File: src/rtl/pixel_line_assembler_pkg.sv
// Shared types for the laser-line pixel path: default line geometry, the packed
// line type also used by the convolution stage, and the fill FSM state encoding.
package plaser_pkg;
   localparam int NPIX_DEF = 120;
   localparam int PIXW_DEF = 8;
   localparam int ROWW_DEF = 10;

   typedef logic [NPIX_DEF-1:0][PIXW_DEF-1:0] line_t;

   typedef enum logic [1:0] {IDLE, FILL, DONE} fill_state_e;
endpackage

File: src/rtl/pixel_line_assembler_if.sv
// Pixel stream in, held line out: the camera/consumer side of the line assembler.
interface pixel_line_assembler_if
   import plaser_pkg::*;
#(
   parameter int NPIX = NPIX_DEF,
   parameter int PIXW = PIXW_DEF,
   parameter int ROWW = ROWW_DEF
) ();
   logic                        frame_start;
   logic                        pix_valid;
   logic                        pix_sol;
   logic [PIXW-1:0]             pix_data;
   logic [NPIX-1:0][PIXW-1:0]   line_data;
   logic [ROWW-1:0]             line_row;
   logic                        line_valid;
   logic                        line_ack;
   logic                        drop_err;
   logic                        short_err;

   modport master (
      output frame_start, pix_valid, pix_sol, pix_data, line_ack,
      input  line_data, line_row, line_valid, drop_err, short_err
   );

   modport slave (
      input  frame_start, pix_valid, pix_sol, pix_data, line_ack,
      output line_data, line_row, line_valid, drop_err, short_err
   );
endinterface

File: src/rtl/pixel_line_assembler_hold.sv
// Hold side of the double buffer: the line seen by the consumer, its row number
// and the valid flag that stays up until the consumer acknowledges.
module line_hold_reg
   import plaser_pkg::*;
#(
   parameter int NPIX = NPIX_DEF,
   parameter int PIXW = PIXW_DEF,
   parameter int ROWW = ROWW_DEF
) (
   input  logic                      clk,
   input  logic                      reset_n,
   input  logic                      i_load,
   input  logic                      i_ack,
   input  logic [NPIX-1:0][PIXW-1:0] i_data,
   input  logic [ROWW-1:0]           i_row,
   output logic [NPIX-1:0][PIXW-1:0] o_data,
   output logic [ROWW-1:0]           o_row,
   output logic                      o_valid
);
   logic [NPIX-1:0][PIXW-1:0] r_data;
   logic [ROWW-1:0]           r_row;
   logic                      r_valid;

   // A load wins over an ack in the same cycle, so the new line stays valid.
   always_ff @(posedge clk or negedge reset_n) begin
      if (!reset_n) begin
         r_data  <= '0;
         r_row   <= '0;
         r_valid <= 1'b0;
      end else if (i_load) begin
         r_data  <= i_data;
         r_row   <= i_row;
         r_valid <= 1'b1;
      end else if (i_ack) begin
         r_valid <= 1'b0;
      end
   end

   assign o_data  = r_data;
   assign o_row   = r_row;
   assign o_valid = r_valid;
endmodule

File: src/rtl/pixel_line_assembler.sv
// Assembles one scan line of pixels into a wide word and hands it to the
// parallel consumer through a double buffer, flagging dropped and short lines.
module pixel_line_assembler
   import plaser_pkg::*;
#(
   parameter int NPIX = NPIX_DEF,
   parameter int PIXW = PIXW_DEF,
   parameter int ROWW = ROWW_DEF
) (
   input  logic                   clk,
   input  logic                   reset_n,
   pixel_line_assembler_if.slave  bus
);
   localparam int CW = $clog2(NPIX + 1);

   fill_state_e               r_state, w_state_nxt;
   logic [CW-1:0]             r_count, w_count_nxt, w_wr_idx;
   logic [ROWW-1:0]           r_row_cnt;
   logic [NPIX-1:0][PIXW-1:0] r_fill;
   logic                      r_drop_err, r_short_err;
   logic                      w_wr_en, w_load, w_drop, w_short, w_done;
   logic                      w_line_valid, w_hold_free, w_sol_px;

   assign w_hold_free = !w_line_valid || bus.line_ack;
   assign w_sol_px    = bus.pix_valid && bus.pix_sol;

   always_comb begin
      w_state_nxt = r_state;
      w_count_nxt = r_count;
      w_wr_en     = 1'b0;
      w_wr_idx    = '0;
      w_load      = 1'b0;
      w_drop      = 1'b0;
      w_short     = 1'b0;
      w_done      = 1'b0;
      case (r_state)
         IDLE: begin
            if (w_sol_px) begin
               w_wr_en     = 1'b1;
               w_count_nxt = CW'(1);
               w_state_nxt = FILL;
            end
         end
         FILL: begin
            if (w_sol_px) begin
               w_short     = 1'b1;
               w_wr_en     = 1'b1;
               w_count_nxt = CW'(1);
            end else if (bus.pix_valid) begin
               w_wr_en     = 1'b1;
               w_wr_idx    = r_count;
               w_count_nxt = r_count + CW'(1);
               if (r_count == CW'(NPIX - 1)) w_state_nxt = DONE;
            end
         end
         DONE: begin
            // Transfer/drop decision uses the completed line; a coincident sol
            // pixel overwrites fill[0] on the same edge without disturbing it.
            w_done = 1'b1;
            w_load = w_hold_free;
            w_drop = !w_hold_free;
            if (w_sol_px) begin
               w_wr_en     = 1'b1;
               w_count_nxt = CW'(1);
               w_state_nxt = FILL;
            end else begin
               w_count_nxt = '0;
               w_state_nxt = IDLE;
            end
         end
         default: begin
            w_count_nxt = '0;
            w_state_nxt = IDLE;
         end
      endcase
   end

   always_ff @(posedge clk or negedge reset_n) begin
      if (!reset_n) begin
         r_state     <= IDLE;
         r_count     <= '0;
         r_drop_err  <= 1'b0;
         r_short_err <= 1'b0;
      end else begin
         r_state     <= w_state_nxt;
         r_count     <= w_count_nxt;
         r_drop_err  <= w_drop;
         r_short_err <= w_short;
      end
   end

   always_ff @(posedge clk or negedge reset_n) begin
      if (!reset_n)               r_fill <= '0;
      else if (w_wr_en)           r_fill[w_wr_idx] <= bus.pix_data;
   end

   // Dropped lines still advance the row count so rows follow camera numbering.
   always_ff @(posedge clk or negedge reset_n) begin
      if (!reset_n)               r_row_cnt <= '0;
      else if (bus.frame_start)   r_row_cnt <= '0;
      else if (w_done)            r_row_cnt <= r_row_cnt + ROWW'(1);
   end

   line_hold_reg #(
      .NPIX (NPIX),
      .PIXW (PIXW),
      .ROWW (ROWW)
   ) u_hold (
      .clk     (clk),
      .reset_n (reset_n),
      .i_load  (w_load),
      .i_ack   (bus.line_ack),
      .i_data  (r_fill),
      .i_row   (r_row_cnt),
      .o_data  (bus.line_data),
      .o_row   (bus.line_row),
      .o_valid (w_line_valid)
   );

   assign bus.line_valid = w_line_valid;
   assign bus.drop_err   = r_drop_err;
   assign bus.short_err  = r_short_err;
endmodule

File: src/flat_wrapper.sv
// flat-port wrapper written by rule: the top's interface ports become plain ports
module pixel_line_assembler_flat import plaser_pkg::*;
#(
   parameter int NPIX = NPIX_DEF,
   parameter int PIXW = PIXW_DEF,
   parameter int ROWW = ROWW_DEF
)
  (clk, reset_n, bus_frame_start, bus_pix_valid, bus_pix_sol, bus_pix_data, bus_line_ack, bus_line_data, bus_line_row, bus_line_valid, bus_drop_err, bus_short_err);
  pixel_line_assembler_if #(.NPIX(NPIX), .PIXW(PIXW), .ROWW(ROWW)) bus_i ();
  input  logic clk;
  input  logic reset_n;
  input wire logic [$bits(bus_i.frame_start)-1:0] bus_frame_start;
  input wire logic [$bits(bus_i.pix_valid)-1:0] bus_pix_valid;
  input wire logic [$bits(bus_i.pix_sol)-1:0] bus_pix_sol;
  input wire logic [$bits(bus_i.pix_data)-1:0] bus_pix_data;
  input wire logic [$bits(bus_i.line_ack)-1:0] bus_line_ack;
  output wire logic [$bits(bus_i.line_data)-1:0] bus_line_data;
  output wire logic [$bits(bus_i.line_row)-1:0] bus_line_row;
  output wire logic [$bits(bus_i.line_valid)-1:0] bus_line_valid;
  output wire logic [$bits(bus_i.drop_err)-1:0] bus_drop_err;
  output wire logic [$bits(bus_i.short_err)-1:0] bus_short_err;
  assign bus_i.frame_start = bus_frame_start;
  assign bus_i.pix_valid = bus_pix_valid;
  assign bus_i.pix_sol = bus_pix_sol;
  assign bus_i.pix_data = bus_pix_data;
  assign bus_i.line_ack = bus_line_ack;
  assign bus_line_data = bus_i.line_data;
  assign bus_line_row = bus_i.line_row;
  assign bus_line_valid = bus_i.line_valid;
  assign bus_drop_err = bus_i.drop_err;
  assign bus_short_err = bus_i.short_err;
  pixel_line_assembler #(.NPIX(NPIX), .PIXW(PIXW), .ROWW(ROWW)) u_core (.clk(clk), .reset_n(reset_n), .bus(bus_i));
endmodule
File: config.mk
export PLATFORM = sky130hd
export DESIGN_NAME = pixel_line_assembler_flat
export DESIGN_NICKNAME = d
export VERILOG_FILES = /design/src/rtl/pixel_line_assembler_pkg.sv /design/src/rtl/pixel_line_assembler_if.sv /design/src/rtl/pixel_line_assembler_hold.sv /design/src/rtl/pixel_line_assembler.sv /design/src/flat_wrapper.sv
export SDC_FILE = /design/constraint.sdc
export NUM_CORES = 2
export LEC_CHECK = 0
export ABC_CLOCK_PERIOD_IN_PS = 2900
export BUFFER_PORTS_ARGS = -buffer_cell sky130_fd_sc_hd__buf_2
export CAP_MARGIN = 5
export CORE_MARGIN = 5
export CORE_UTILIZATION = 35
export DETAILED_ROUTE_END_ITERATION = 10
export GPL_ROUTABILITY_DRIVEN = 0
export PLACE_DENSITY = 0.54
export SYNTH_ARGS = -nofsm -noshare
export SYNTH_HDL_FRONTEND = slang
export SYNTH_SLANG_ARGS = --single-unit
File: constraint.sdc
create_clock -name clk -period 2.9 [get_ports clk]
set_input_delay 0.145 -clock clk [delete_from_list [all_inputs] [get_ports clk]]
set_output_delay 0.145 -clock clk [all_outputs]
set_load 0.05 [all_outputs]
# Word level (Yosys, flattened, before mapping)
# Cells that the tools add are included.
# W data, S select, Z words.
# word_totals
out_inout_bits,973
elab_cells,299
inputBits,14
reg_bits,1952
# classes
n_eq_ne,8
magnitude_cmp,2
add_sub_neg,2
n_reduce_logical,11
mux,29
# ops
cell,count
$bwmux W960,1
$demux W8 S7,1
$mux W7,6
$pmux W7 S3,1
$mux W10,2
$mux W1,11
$add A10 B1 Y10 const B,1
$lt A7 B8 Y1 const B,1
$mux W2,4
$mux W8,1
$add A7 B1 Y7 const B,1
$eq A7 B7 Y1 const B,1
$ge A7 B1 Y1 const B,1
$pmux W2 S3,1
$ne A2 B1 Y1 const B,2
$ne A2 B2 Y1 const B,2
$reduce_and A4 Y1,1
$reduce_bool A2 Y1,2
$ne A3 B2 Y1 const B,1
$eq A2 B1 Y1 const B,1
$eq A2 B2 Y1 const B,1
$logic_and A1 B1 Y1,2
$logic_not A1 Y1,2
$logic_not A2 Y1,1
other kinds (4),4

# Logic depth before layout (Yosys ltp)
# logic_depth
depth_word,8
mapped_depth,8
ltp_nobuf,4

# Hierarchy
# Synthesis repeated with hierarchy kept, for this count alone.
# hier_totals
cells_unflattened,4431
hier_area_um2,74958.1
# modules_own_cells
mod,area_per_inst_um2,cells_each,n_inst,seq_area_each_um2
pixel_line_assembler,38162.9,2380,1,24548.5
line_hold_reg,36795.3,2051,1,24298.3

# Least setup slack after synthesis
# OpenSTA, ideal clock, no wires.
# synth_timing
kind,register to register
start,register u_core.r_count[0]
end,register u_core.r_fill[672] (netlist name)
synth_period_minus_slack_ns,2.311
arrival_time_ns,2.186
stages_incl_launch_ff,8
path_buffers,3
path_slack_ns,0.589
setup_time_ns,0.125
required_ns,2.775
path_cell_list,dfrtp_1 > clkbuf_2 > or2_2 > buf_6 > or3_1 > buf_6 > nor3_4 > mux2_2
# synth_via
elab_chain_cells,8
word_cells_on_any_way,9
classes_between,2 x order compare; 6 x mux; 1 x reduce/logical
# synth_lines
item,line_no,rtl
from (decl),pixel_line_assembler.sv:17,"logic [CW-1:0] r_count, w_count_nxt, w_wr_idx;"
from (signal assigned),pixel_line_assembler.sv:86,r_count <= w_count_nxt;
$mux W7 (*),pixel_line_assembler.sv:49,end else if (bus.pix_valid) begin
$mux W7 (*),pixel_line_assembler.sv:45,if (w_sol_px) begin
$mux W7 (*),pixel_line_assembler.sv:36,case (r_state)
$lt A7 B8 Y1 (implied by the code) / $ge A7 B1 Y1 (equally long branches),pixel_line_assembler.sv:94,else if (w_wr_en) r_fill[w_wr_idx] <= bus.pix_data;
$logic_and A1 B1 Y1 (implied by the code),pixel_line_assembler.sv:94,
$mux W8 (implied by the code),pixel_line_assembler.sv:94,
$demux W8 S7 (*),-,
$bwmux W960 (*),pixel_line_assembler.sv:94,
"to (signal, indexed assignment)",pixel_line_assembler.sv:94,
to (decl),pixel_line_assembler.sv:19,logic [NPIX-1:0][PIXW-1:0] r_fill;
# Mark *: on every way between the ends. The rest lies on a longest branch, timed or not.
# A chain may end at the register's enable or synchronous reset.

# Worst setup path after layout
# layout_timing
start,register u_core.r_count[0]
end,register u_core.r_fill[539] (netlist name)
# The elaborated chain is that of the path after synthesis.

==> results.txt <==
Layout filler cell count - 19000
Worst Setup Slack post-DPL - 0.0606 ns
Max Clock Skew - 0.0362 ns
Total CTS buffers - 207
CP delay by family, top - compound AO/OA/AOI/OAI gates
Clock Latency Late Sink - 0.85 ns
Synth top area share - 66.1%
Status - complete, no violations
Worst slew pin tran - 0.915 ns
Most common cell in the netlist - dfrtp_1
Setup TNS - 0 ns
Vias/cell - 4.90
IO Pins - 987
Most instantiated cells after synthesis - dfrtp_1 (1952), mux2_2 (1921), buf_2 (128)
Port Buf Inserts - 986
Max-Cap Viols - 0
FP Rows - 168
Global router's overall resource usage - 21.0%
CP peak stage delay - 0.54 ns
Largest area contributor in the netlist - dfrtp_1
Clk buf depth - 3
Warnings from Yosys - 0
First-iteration detailed-routing DRC count - 1913
VDD IR max - 0.000670 V
Post-CTS Setup Bufs - 0
Final Util - 43.5%
Cell count after synthesis - 4433
Setup WS post-layout - 0.186 ns
Synthesized area - 0.0739 mm²
Pwr/cell area - 629 mW/mm²
Syn Nets - 4449
FF+latch count, synth - 1952
Avg WL per Cell - 27.2 µm
Final Net Count - 5691
Die Width - 470 µm
CTS tree - yes
Vias in the first global route - 45400
ANT nets after route - 0
Initial antenna violation count - 7
LEAKAGE - 49.0 nW
WP buf/inv - 3
Ratio of cells with drive above 1 in the final layout - 62.1%
Clock sinks - 1952
Multi-input gate area - 0.0240 mm²
Critical Path RT - 3.61 ns
HPWL Detailed - 163000 µm
CP cell instances - buf_4, a21boi_2, o21ai_0, buf_4, nor3_2, buf_4, mux2_2
Gr ovfl total - 0
Routed WL - 235000 µm
Final setup fails - 0
Die H - 470 µm
Crit path DAT - 3.43 ns
Core region area - 0.210 mm²
Number of flops mapped to enable cells by yosys - 0
Final min period - 2.71 ns
Unrepaired setup endpoints after global routing - false
Die area - 0.221 mm²
Hold Path Class - in -> reg
Max Fclk - 0.368 GHz
First-pass iteration count of the detailed router - 4
Vias after detailed routing - 42400
Slew Viols, Final - 0
Fin crit share - 93.6%
Seq/Total Area, Yosys - 66.1%
Crit end category - flip-flop
Worst path most repeated cell - buf_4
Syn Area/Cell - 16.7 µm²
Area contributors post-synth - dfrtp_1 (66%), mux2_2 (29%), buf_2 (0.87%)
Top FF cell, synth - dfrtp_1
CP Launch Type - flip-flop
First-pass GRT wire length - 340000 µm
FF/Latch Area - 0.0488 mm²
Relative slew slack - 39.0%
Clock Tree Root - clkbuf_16
CP max stage cell - a21boi_2
Async SR Flop Fraction - 100%
Clock-pin slew on the worst setup and hold paths - 0.06 ns
H-tree Lvls - 4
Final Hold Fails - 0
Residual DRC count - 0
Largest net degree at the start of global routing - 119
Yosys cell types - 60
P&R area growth vs syn - 23.6%
WS Path Type - reg -> reg
Starting density of the core - 35.2%
Worst-path fanout max - 8
stage by stage:
| step | power, mW | hold WS (ns) | cells | cell area, µm² |
|---|---|---|---|---|
| after floorplan | 29.5 | -0.151 | 4433 | 73900 |
| after global placement | 31.0 | 0.231 | 8257 | 84200 |
| after detailed placement | 31.1 | 0.235 | 8257 | 84200 |
| after CTS | 58.4 | 0.00709 | 8645 | 91400 |
| after global routing | 59.6 | 0.0250 | 8646 | 91400 |
| final | 57.5 | 0.0639 | 8648 | 91400 |
power breakdown:
group	internal [mW]	switching [mW]
registers	27.8	0.312
clock network	15.9	11.1
logic	0.809	1.65
timing repair:
| action | CTS | global route |
|---|---|---|
| resized for setup | 0 | 3 |
| setup endpoints to repair | 0 | 64 |
| hold buffers | 14 | 0 |
| endpoints found under the hold margin | 1424 | 0 |
layer usage:
metal | routed length, µm | part of all wire (%) | global-route usage, %
met2 | 108000 | 46 | 33.0
met5 | 0 | 0 | 0
met3 | 16300 | 6.9 | 6.50
met1 | 104000 | 44 | 28.2
met4 | 6680 | 2.8 | 5.83
placed cells by master, fill, tap and decap left out, types with 4 or more instances in the layout:
cell type,Yosys,layout
dfrtp_1,1952,1952
o21ai_0,5,5
buf_6,7,4
inv_6,0,8
and2_1,5,4
clkbuf_16,0,212
nor3_2,16,20
buf_2,128,977
nor3_4,14,15
or2_2,4,4
xor2_1,7,7
buf_12,0,60
dlygate4sd3_1,0,13
buf_4,3,243
mux2_4,8,8
nor3b_1,4,4
clkbuf_8,0,42
nand4_1,9,9
nand2b_1,8,8
clkinvlp_4,0,6
clkinv_2,0,40
bufinv_16,0,16
nor2_1,36,35
nand2_1,37,36
or3_1,7,6
and3_1,6,6
nor4_4,13,17
nand3_1,37,36
nor2_2,8,8
clkbuf_1,123,43
a21oi_1,7,7
mux2_2,1921,1921
nor2b_1,8,8
o211ai_1,4,4
worst paths after layout:
| path | from | endpoint | slack (ns) | cells after the start |
|---|---|---|---|---|
| max in group asynchronous | reset_n | u_core.u_hold.o_data[631] | 1.28 | 4 |
| min | bus_pix_data[2] | u_core.r_fill[802] | 0.06 | 2 |
| min in group asynchronous | reset_n | u_core.u_hold.o_data[576] | 0.58 | 3 |
| min reg2reg | u_core.r_fill[948] | u_core.u_hold.o_data[948] | 0.48 | 1 |
| max | u_core.r_count[0] | u_core.r_fill[539] | 0.19 | 7 |
| max reg2reg | u_core.r_count[0] | u_core.r_fill[539] | 0.19 | 7 |
worst reg2reg max path, cell delays in order (launching register included):
cell	delay [ns]
dfrtp_1	0.45
buf_4	0.17
a21boi_2	0.54
o21ai_0	0.30
buf_4	0.25
nor3_2	0.24
buf_4	0.27
mux2_2	0.37
flip-flops by register name, summed over array words and instances, names as in the netlist:
name,count
u_core.bus.drop_err,1
u_core.u_hold.o_data,960
u_core.u_hold.o_row,10
u_core.r_row_cnt,10
u_core.r_state,2
u_core.r_fill,960
u_core.r_count,7
u_core.bus.short_err,1
u_core.u_hold.o_valid,1
cell families after synthesis:
| family | Yosys count | share of synthesized area [%] |
|---|---|---|
| multiplexers | 1930 | 29.4 |
| AO/OA/AOI/OAI | 28 | 0.254 |
| adder cells (fa/ha/maj) | 2 | 0.0338 |
| flip-flops | 1952 | 66.1 |
| buffers and inverters | 265 | 1.65 |
| XOR/XNOR | 10 | 0.118 |
| AND/OR/NAND/NOR | 246 | 2.44 |
layout make-up:
type / instances / share of cell area [%]
clock buffer: 297 / 6.61
sequential: 1952 / 53.4
timing repair buffer: 1297 / 8.85
tap: 2805 / 3.84
multi-input combinational: 2216 / 26.2
clock inverter: 77 / 1.01
antenna: 3 / 0.00821
inverter: 1 / 0.00411
No activity file was read; power rests on OpenSTA's default activity.
